--- src/rtl/multiplier_32fp_pkg.sv ---
`default_nettype none
// ============================================================================
// Module  : multiplier_32fp_pkg
// Brief   : Shared types and constants for the binary32 multiplier.
// Revision: 1.0 - initial release
// ============================================================================
package multiplier_32fp_pkg;

    localparam int          BIAS  = 127;
    localparam int          EXP_W = 8;
    localparam int          MAN_W = 23;
    localparam logic [31:0] QNAN  = 32'h7FC0_0000;

    typedef enum logic [2:0] {
        S_IDLE  = 3'd0,
        S_MULT  = 3'd1,
        S_NORM  = 3'd2,
        S_ROUND = 3'd3,
        S_DONE  = 3'd4
    } state_t;

    typedef struct packed {
        logic             sign;
        logic [EXP_W-1:0] exp;
        logic [MAN_W-1:0] man;
        logic             is_zero;
        logic             is_inf;
        logic             is_nan;
    } fp_unpacked_t;

endpackage
`default_nettype wire

--- src/rtl/multiplier_32fp_classify.sv ---
`default_nettype none
// ============================================================================
// Module  : fp32_classify
// Brief   : Unpacks a binary32 operand; subnormals classify as zero.
// Revision: 1.0 - initial release
// ============================================================================
module fp32_classify
    import multiplier_32fp_pkg::*;
(
    input  logic [31:0]  i_op,
    output fp_unpacked_t o_unp
);

    logic [EXP_W-1:0] w_exp;
    logic [MAN_W-1:0] w_man;

    assign w_exp = i_op[30:23];
    assign w_man = i_op[22:0];

    assign o_unp.sign    = i_op[31];
    assign o_unp.exp     = w_exp;
    assign o_unp.man     = w_man;
    assign o_unp.is_zero = (w_exp == '0);
    assign o_unp.is_inf  = (&w_exp) && (w_man == '0);
    assign o_unp.is_nan  = (&w_exp) && (w_man != '0);

endmodule
`default_nettype wire

--- src/rtl/multiplier_32fp.sv ---
`default_nettype none
// ============================================================================
// Module  : multiplier_32fp
// Brief   : Multi-cycle IEEE-754 binary32 multiplier, RNE, flush-to-zero.
//           Define MULTIPLIER_32FP_ASSERT_EN to compile protocol assertions.
// Revision: 1.0 - initial release
// ============================================================================
module multiplier_32fp
    import multiplier_32fp_pkg::*;
(
    input  logic        clk,
    input  logic        rst_n,
    input  logic [31:0] a_i,
    input  logic [31:0] b_i,
    input  logic        start_i,
    output logic        done_o,
    output logic        nan_o,
    output logic        inifinit_o,
    output logic        overflow_o,
    output logic        underflow_o,
    output logic [31:0] product_o
);

    state_t            r_state, w_state_nxt;
    logic [31:0]       r_a, r_b;
    fp_unpacked_t      w_ua, w_ub;
    logic [47:0]       r_prod;
    logic signed [9:0] r_exp_sum, r_exp_norm, w_exp_fin;
    logic [23:0]       r_mant;
    logic              r_guard, r_round, r_sticky;
    logic              w_capture, w_round_up, w_sign;
    logic [24:0]       w_mant_rnd;
    logic [22:0]       w_man_fin;
    logic [31:0]       w_res;
    logic              w_nan, w_inf, w_ovf, w_unf;

    fp32_classify u_cls_a (.i_op(r_a), .o_unp(w_ua));
    fp32_classify u_cls_b (.i_op(r_b), .o_unp(w_ub));

    assign w_capture = (r_state == S_IDLE) && start_i;

    always_ff @(posedge clk or negedge rst_n) begin
        if (!rst_n) r_state <= S_IDLE;
        else        r_state <= w_state_nxt;
    end

    always_comb begin
        w_state_nxt = r_state;
        case (r_state)
            S_IDLE:  if (start_i) w_state_nxt = S_MULT;
            S_MULT:  w_state_nxt = S_NORM;
            S_NORM:  w_state_nxt = S_ROUND;
            S_ROUND: w_state_nxt = S_DONE;
            default: w_state_nxt = S_IDLE;
        endcase
    end

    always_comb begin
        done_o = (r_state == S_DONE);
    end

    // Rounding stage: RNE increment, then renormalise on mantissa carry-out
    assign w_round_up = r_guard & (r_round | r_sticky | r_mant[0]);
    assign w_mant_rnd = {1'b0, r_mant} + 25'(w_round_up);
    assign w_exp_fin  = w_mant_rnd[24] ? r_exp_norm + 10'sd1 : r_exp_norm;
    assign w_man_fin  = w_mant_rnd[24] ? w_mant_rnd[23:1] : w_mant_rnd[22:0];
    assign w_sign     = w_ua.sign ^ w_ub.sign;

    always_comb begin
        w_res = {w_sign, w_exp_fin[7:0], w_man_fin};
        w_nan = 1'b0;
        w_inf = 1'b0;
        w_ovf = 1'b0;
        w_unf = 1'b0;
        if (w_ua.is_nan || w_ub.is_nan || (w_ua.is_inf && w_ub.is_zero) ||
            (w_ua.is_zero && w_ub.is_inf)) begin
            w_res = QNAN;
            w_nan = 1'b1;
        end else if (w_ua.is_inf || w_ub.is_inf) begin
            w_res = {w_sign, 8'hFF, 23'd0};
            w_inf = 1'b1;
        end else if (w_ua.is_zero || w_ub.is_zero) begin
            w_res = {w_sign, 31'd0};
        end else if (w_exp_fin >= 10'sd255) begin
            w_res = {w_sign, 8'hFF, 23'd0};
            w_inf = 1'b1;
            w_ovf = 1'b1;
        end else if (w_exp_fin <= 10'sd0) begin
            w_res = {w_sign, 31'd0};
            w_unf = 1'b1;
        end
    end

    always_ff @(posedge clk or negedge rst_n) begin
        if (!rst_n) begin
            r_a         <= '0;
            r_b         <= '0;
            r_prod      <= '0;
            r_exp_sum   <= '0;
            r_exp_norm  <= '0;
            r_mant      <= '0;
            r_guard     <= 1'b0;
            r_round     <= 1'b0;
            r_sticky    <= 1'b0;
            product_o   <= '0;
            nan_o       <= 1'b0;
            inifinit_o  <= 1'b0;
            overflow_o  <= 1'b0;
            underflow_o <= 1'b0;
        end else begin
            case (r_state)
                S_IDLE: if (w_capture) begin
                    r_a <= a_i;
                    r_b <= b_i;
                end
                S_MULT: begin
                    r_prod    <= {1'b1, w_ua.man} * {1'b1, w_ub.man};
                    r_exp_sum <= 10'({2'b00, w_ua.exp}) + 10'({2'b00, w_ub.exp}) - 10'(BIAS);
                end
                S_NORM: begin
                    if (r_prod[47]) begin
                        r_mant     <= r_prod[47:24];
                        r_guard    <= r_prod[23];
                        r_round    <= r_prod[22];
                        r_sticky   <= |r_prod[21:0];
                        r_exp_norm <= r_exp_sum + 10'sd1;
                    end else begin
                        r_mant     <= r_prod[46:23];
                        r_guard    <= r_prod[22];
                        r_round    <= r_prod[21];
                        r_sticky   <= |r_prod[20:0];
                        r_exp_norm <= r_exp_sum;
                    end
                end
                S_ROUND: begin
                    product_o   <= w_res;
                    nan_o       <= w_nan;
                    inifinit_o  <= w_inf;
                    overflow_o  <= w_ovf;
                    underflow_o <= w_unf;
                end
                default: ;
            endcase
        end
    end

`ifdef MULTIPLIER_32FP_ASSERT_EN
    logic [3:0] r_cap_hist;
    logic       r_done_d;

    always_ff @(posedge clk or negedge rst_n) begin
        if (!rst_n) begin
            r_cap_hist <= '0;
            r_done_d   <= 1'b0;
        end else begin
            r_cap_hist <= {r_cap_hist[2:0], w_capture};
            r_done_d   <= done_o;
        end
    end

    always_ff @(posedge clk) begin
        if (rst_n) begin
            assert (!(done_o && r_done_d));
            assert ($onehot0({nan_o, overflow_o, underflow_o}));
            assert (done_o == r_cap_hist[3]);
        end
    end
`endif

endmodule
`default_nettype wire

--- config.mk ---
export PLATFORM = sky130hd
export DESIGN_NAME = multiplier_32fp
export DESIGN_NICKNAME = d
export VERILOG_FILES = /design/src/rtl/multiplier_32fp_pkg.sv /design/src/rtl/multiplier_32fp_classify.sv /design/src/rtl/multiplier_32fp.sv
export SDC_FILE = /design/constraint.sdc
export NUM_CORES = 2
export LEC_CHECK = 0
export ABC_AREA = 1
export CAP_MARGIN = 20
export CORE_MARGIN = 4
export CORE_UTILIZATION = 48
export DETAILED_ROUTE_END_ITERATION = 8
export DONT_BUFFER_PORTS = 1
export GPL_TIMING_DRIVEN = 0
export SETUP_SLACK_MARGIN = 0.05
export SLEW_MARGIN = 20
export SYNTH_ARGS = -nofsm -noshare
export SYNTH_HDL_FRONTEND = slang
export SYNTH_SLANG_ARGS = --single-unit
export TNS_END_PERCENT = 5
--- constraint.sdc ---
create_clock -name clk -period 7.3 [get_ports clk]
set_input_delay 0.365 -clock clk [delete_from_list [all_inputs] [get_ports clk]]
set_output_delay 0.365 -clock clk [all_outputs]
set_load 0.01 [all_outputs]
# --- Word-level counts from Yosys, hierarchy flattened ---
# Cells that the tools add are included.
classes:
  add_sub_neg: 5
  n_mul: 1
  magnitude_cmp: 2
  n_eq_ne: 5
  muxes: 26
  n_bitwise: 4
  n_reduce_logical: 24
op_table:
  columns: ["cell", "count"]
  rows:
  - ["$mux W31", 4]
  - ["$mul A24 B24 Y48", 1]
  - ["$logic_not A23 Y1", 2]
  - ["$reduce_bool A23 Y1", 2]
  - ["$mux W32", 1]
  - ["$add A24 B1 Y25", 1]
  - ["$mux W24", 1]
  - ["$mux W23", 1]
  - ["$reduce_or A22 Y1", 1]
  - ["$reduce_or A21 Y1", 1]
  - ["$add A10 B2 Y10 const B", 2]
  - ["$mux W10", 2]
  - ["$logic_not A8 Y1", 2]
  - ["$reduce_and A8 Y1", 2]
  - ["$mux W1", 15]
  - ["$pmux W3 S4", 1]
  - ["$ge A10 B9 Y1 const B", 1]
  - ["$le A10 B1 Y1 const B", 1]
  - ["$sub A9 B7 Y10 const B", 1]
  - ["$add A8 B8 Y9", 1]
  - ["$logic_and A1 B1 Y1", 7]
  - ["$eq A3 B2 Y1 const B", 2]
  - ["$logic_or A1 B1 Y1", 5]
  - ["$eq A3 B1 Y1 const B", 1]
  - ["8 further kinds", 9]
totals:
  ff_bits: 198
  input_bits: 67
  out_inout_bits: 37

# --- Logic depth before layout (Yosys ltp) ---
depth:
  depth_word: 11
  ltp_mapped: 31
  mapped_depth_nobuf: 29

# --- By module ---
# From an unflattened synthesis, not the netlist that was laid out.
hier_totals:
  hier_cells: 3845
  hier_area_um2: 30068.8
modules_own_cells:
  columns: ["module", "instances", "cells_per_inst", "area_per_inst_um2"]
  rows:
  - ["multiplier_32fp", 1, 3711, 29283.1]
  - ["fp32_classify", 2, 67, 392.9]

# --- Worst setup path before layout ---
# OpenSTA, ideal clock, no wires.
synth_timing:
  kind: "register to register"
  from: "register r_a[13]"
  to: "register r_prod[38]"
  setup_ns: 0.130
  t_arrival_ns: 6.109
  required_ns: 7.170
  path_slack_ns: 1.061
  stages_incl_launch_ff: 30
  path_buffers: 2
  cell_sequence: "dfrtp_1 clkbuf_1 clkbuf_1 nand2_1 fa_1 inv_1 fa_1 inv_1 fa_1 inv_1 fa_1 inv_1 fa_1 inv_1 fa_1 inv_1 fa_1 inv_1 ha_1 nand2_1 nor2_1 inv_1 nor2_1 inv_1 nor4_1 nand3_1 nand3_1 nand2_1 nand3_1 o21ai_0"
synth_via:
  elab_chain_len: 1
synth_rtl:
  columns: ["item", "line", "text"]
  rows:
  - ["from (decl)", "multiplier_32fp.sv:25", "logic [31:0] r_a, r_b;"]
  - ["from (signal assigned)", "multiplier_32fp.sv:113", "r_a <= a_i;"]
  - ["$mul A24 B24 Y48", "multiplier_32fp.sv:117", "r_prod <= {1'b1, w_ua.man} * {1'b1, w_ub.man};"]
  - ["to (signal assigned)", "multiplier_32fp.sv:117", null]
  - ["to (decl)", "multiplier_32fp.sv:27", "logic [47:0] r_prod;"]
# No other way between the ends.
# A chain may end at the register's enable or synchronous reset.

# --- Worst setup path after layout ---
layout_timing:
  from: "register r_b[13]"
  to: "register r_prod[40]"
layout_via:
  elab_chain_len: 1
layout_rtl:
  columns: ["item", "line", "text"]
  rows:
  - ["from (decl)", "multiplier_32fp.sv:25", null]
  - ["from (signal assigned)", "multiplier_32fp.sv:114", "r_b <= b_i;"]
  - ["$mul A24 B24 Y48", "multiplier_32fp.sv:117", null]
# No other way between the ends.

==> impl_metrics.csv <==
group,metric,value,unit
floorplan,ios,104,
clock_tree,clkLatencyLatePin,0.49,ns
sta,tns,0,ns
final_layout,post-route-util,0.522,
sta,hold_violations,0,
sta,whs,0.0255,ns
clock_tree,cts.htree.levels,4,
sta,drv_slew,0,
synth,synth-main-ff-cell,"dfrtp_1",
final_layout,antennaDiodeCount,0,
global_routing,grt_max_degree,199,
setup_path,rrSetupSlack,0.21,ns
placed_design,dpl.hpwl,82600,µm
floorplan,fp.coreArea,0.0608,mm²
synth,synth-compound-area-share,0.0515,
hold_path,hold_path.class,"input pin to flip-flop",
clock_tree,clkSinkCount,198,
global_routing,grt_pass1_vias,24857,
synth,synthesis.nets,4615,
setup_path,cp.required,7.66,ns
final_layout,layout-drive-gt1-share,0.0564,
route,antenna_left,0,
setup_path,cp.arrival,7.45,ns
placed_design,place_congestion,0.994,
synth,ys_ff_latch,198,
sta,relSlewSlack,0.238,
synth,synth_top_area_frac,0.326,
clock_tree,cts_buffer_depth,2,
synth,synth-edff-count,0,
synth,ys_async_sr_fraction,1.00,
hold_path,hp-start,"b_i[10]",
placed_design,port_buffers,0,
floorplan,initial_core_util,0.488,
setup_path,startpoint_type,"flip-flop",
sta,timing.fmax,141,MHz
synth,ys_types,43,
clock_tree,ctsRootBufferMaster,"clkbuf_16",
setup_path,crit_start,"r_b[13]$_DFFE_PN0P_",
synth,synthAdderAreaFrac,0.407,
setup_path,cp_max_fo,10,
sta,finClkSkew,0.0237,ns
route,wl_per_cell,21.1,µm
final_layout,fin_nets,4643,
floorplan,fp-row-count,90,
clock_tree,cts_tree,"built",
setup_path,cp-end-kind,"flip-flop",
sta,rsz0062_at_grt,"yes",
clock_tree,clk_pin_slew,0.09,ns
sta,period_share,0.971,
run,maxCapViolCount,0,
setup_path,path_class,"flip-flop to flip-flop",
sta,setup_violations,0,
outcome,status,"finished, final reports clean",
route,totalWireLength,99000,µm
route,drtPass1Iterations,5,
synth,yosysWarnings,0,
synth,synthXorXnorAreaFrac,0.0139,
route,avgViaCountPerCell,5.17,
synth,synth_mux_area_frac,0.0122,
setup_path,r2r-start,"r_b[13]$_DFFE_PN0P_",
global_routing,overflow,0,
synth,yosysMostFrequentCell,"inv_1",
synth,netlist_area,0.0297,mm²
global_routing,antenna_found_initial,0,
sta,worst_slew_pin_slew,1.14,ns
synth,ys_seq_area_frac,0.167,
synth,synthTopCellsByCount,"inv_1 (1045), nand2_1 (952), fa_1 (483)",
route,routed-via-count,24300,
final_layout,area_growth,7.02,%
floorplan,die_x,257,µm
synth,synth_top_family_by_area,"adder cells",
global_routing,globalRouteTotalUtil,0.305,
synth,synthCells,3874,
floorplan,fp.dieH,257,µm
synth,synth_top_area_cell,"fa_1",
sta,period_minus_slack,7.09,ns
route,drc_errors,0,
global_routing,grt_pass1_wl,151000,µm
floorplan,dieArea,0.0658,mm²
synth,avgSynthCellArea,7.65,µm²
synth,yosys-top-cells-area,"fa_1 (33%), dfrtp_1 (17%), inv_1 (13%), nand2_1 (12%), ha_1 (8.1%)",
clock_tree,numCtsBuffers,17,
synth,synth-simple-area-share,0.194,
route,drt_iter0_drc,2039,
state kept, by name (all words and copies together) (netlist names):
name / flops
inifinit_o: 1
nan_o: 1
overflow_o: 1
product_o: 32
r_a: 32
r_b: 32
r_exp_norm: 10
r_exp_sum: 10
r_guard: 1
r_mant: 24
r_prod: 48
r_round: 1
r_state: 3
r_sticky: 1
underflow_o: 1
cells in the final DEF (no fill, tap or decap), drive strengths merged, types with 24 or more instances in the layout:
cell,instances
inv,1058
nand2,960
fa,483
nor2,262
dfrtp,198
ha,191
clkbuf,149
nand3,131
o21ai,127
a21oi,93
mux2,32
buf,32
xor2,29
nand4,28
nor3,24
cells by family (layout without fill, tap and decap cells):
logic type      after synthesis  after routing
simple gates               1428           1428
fa+ha+maj                   674            674
buf+inv                    1217           1258
compound gates              278            278
flops                       198            198
xor+xnor                     47             47
mux                          32             32
through the flow:
| step | worst slack, ns | cells | area [µm²] |
|---|---|---|---|
| after floorplan | 1.06 | 3874 | 29700 |
| after global placement | -0.720 | 4656 | 30600 |
| after detailed placement | -0.708 | 4656 | 30600 |
| after CTS | 0.0347 | 4700 | 31600 |
| after global routing | -0.0204 | 4697 | 31700 |
| final | 0.212 | 4697 | 31700 |
routing by layer:
layer | up-vias | global-route usage | share of wire | wire length [µm]
met4 | 0 | 0.129 | 0.054 | 5300
met3 | 224 | 0.0628 | 0.079 | 7860
met2 | 951 | 0.507 | 0.47 | 46400
met1 | 11793 | 0.390 | 0.40 | 39400
li1 | 11332 | - | - | -
met5 | - | 0 | 0 | 0
cell type report:
class	instances	area (µm²)
Buffer	162	868
Clock buffer	17	425
Clock inverter	15	213
Fill cell	6052	29100
Inverter	1048	3930
Multi-Input combinational cell	2459	20200
Sequential cell	198	4960
Tap cell	782	978
Timing Repair Buffer	16	195
worst max-delay path, cell delays in order (launching register included):
cell	delay (ns)
dfrtp_1	0.38
clkbuf_2	0.29
clkbuf_2	0.39
nand2_1	0.14
fa_1	0.53
inv_1	0.05
fa_1	0.48
inv_1	0.05
fa_1	0.50
inv_1	0.06
fa_1	0.57
fa_1	0.44
fa_1	0.56
inv_1	0.07
fa_1	0.48
inv_1	0.04
ha_1	0.36
inv_1	0.13
o21ai_0	0.13
a21oi_1	0.26
o21ai_0	0.17
a21oi_1	0.18
nand3_1	0.20
or2_2	0.33
nand3_1	0.07
o21ai_0	0.09
worst paths after layout:
kind | endpoint | depth (start not counted)
setup / recovery | r_prod[40]$_DFFE_PN0P_ | 25
hold / removal | r_b[10]$_DFFE_PN0P_ | 1
setup reg to reg | r_prod[40]$_DFFE_PN0P_ | 25
hold reg to reg | r_sticky$_DFFE_PN0N_ | 2
max in group asynchronous | r_b[1]$_DFFE_PN0P_ | 3
min in group asynchronous | product_o[23]$_DFFE_PN0P_ | 2
repair_timing:
action,4_1_cts,5_1_grt
setup endpoints to repair,29,27
setup buffers,0,0
resized for setup,100,159
pin swaps,0,1
hold buffers,14,1
hold endpoints to repair,211,105
Power is left out: the tool's default activity adds up to more than one toggle a clock period on the data nets, which glitch-free logic cannot reach.
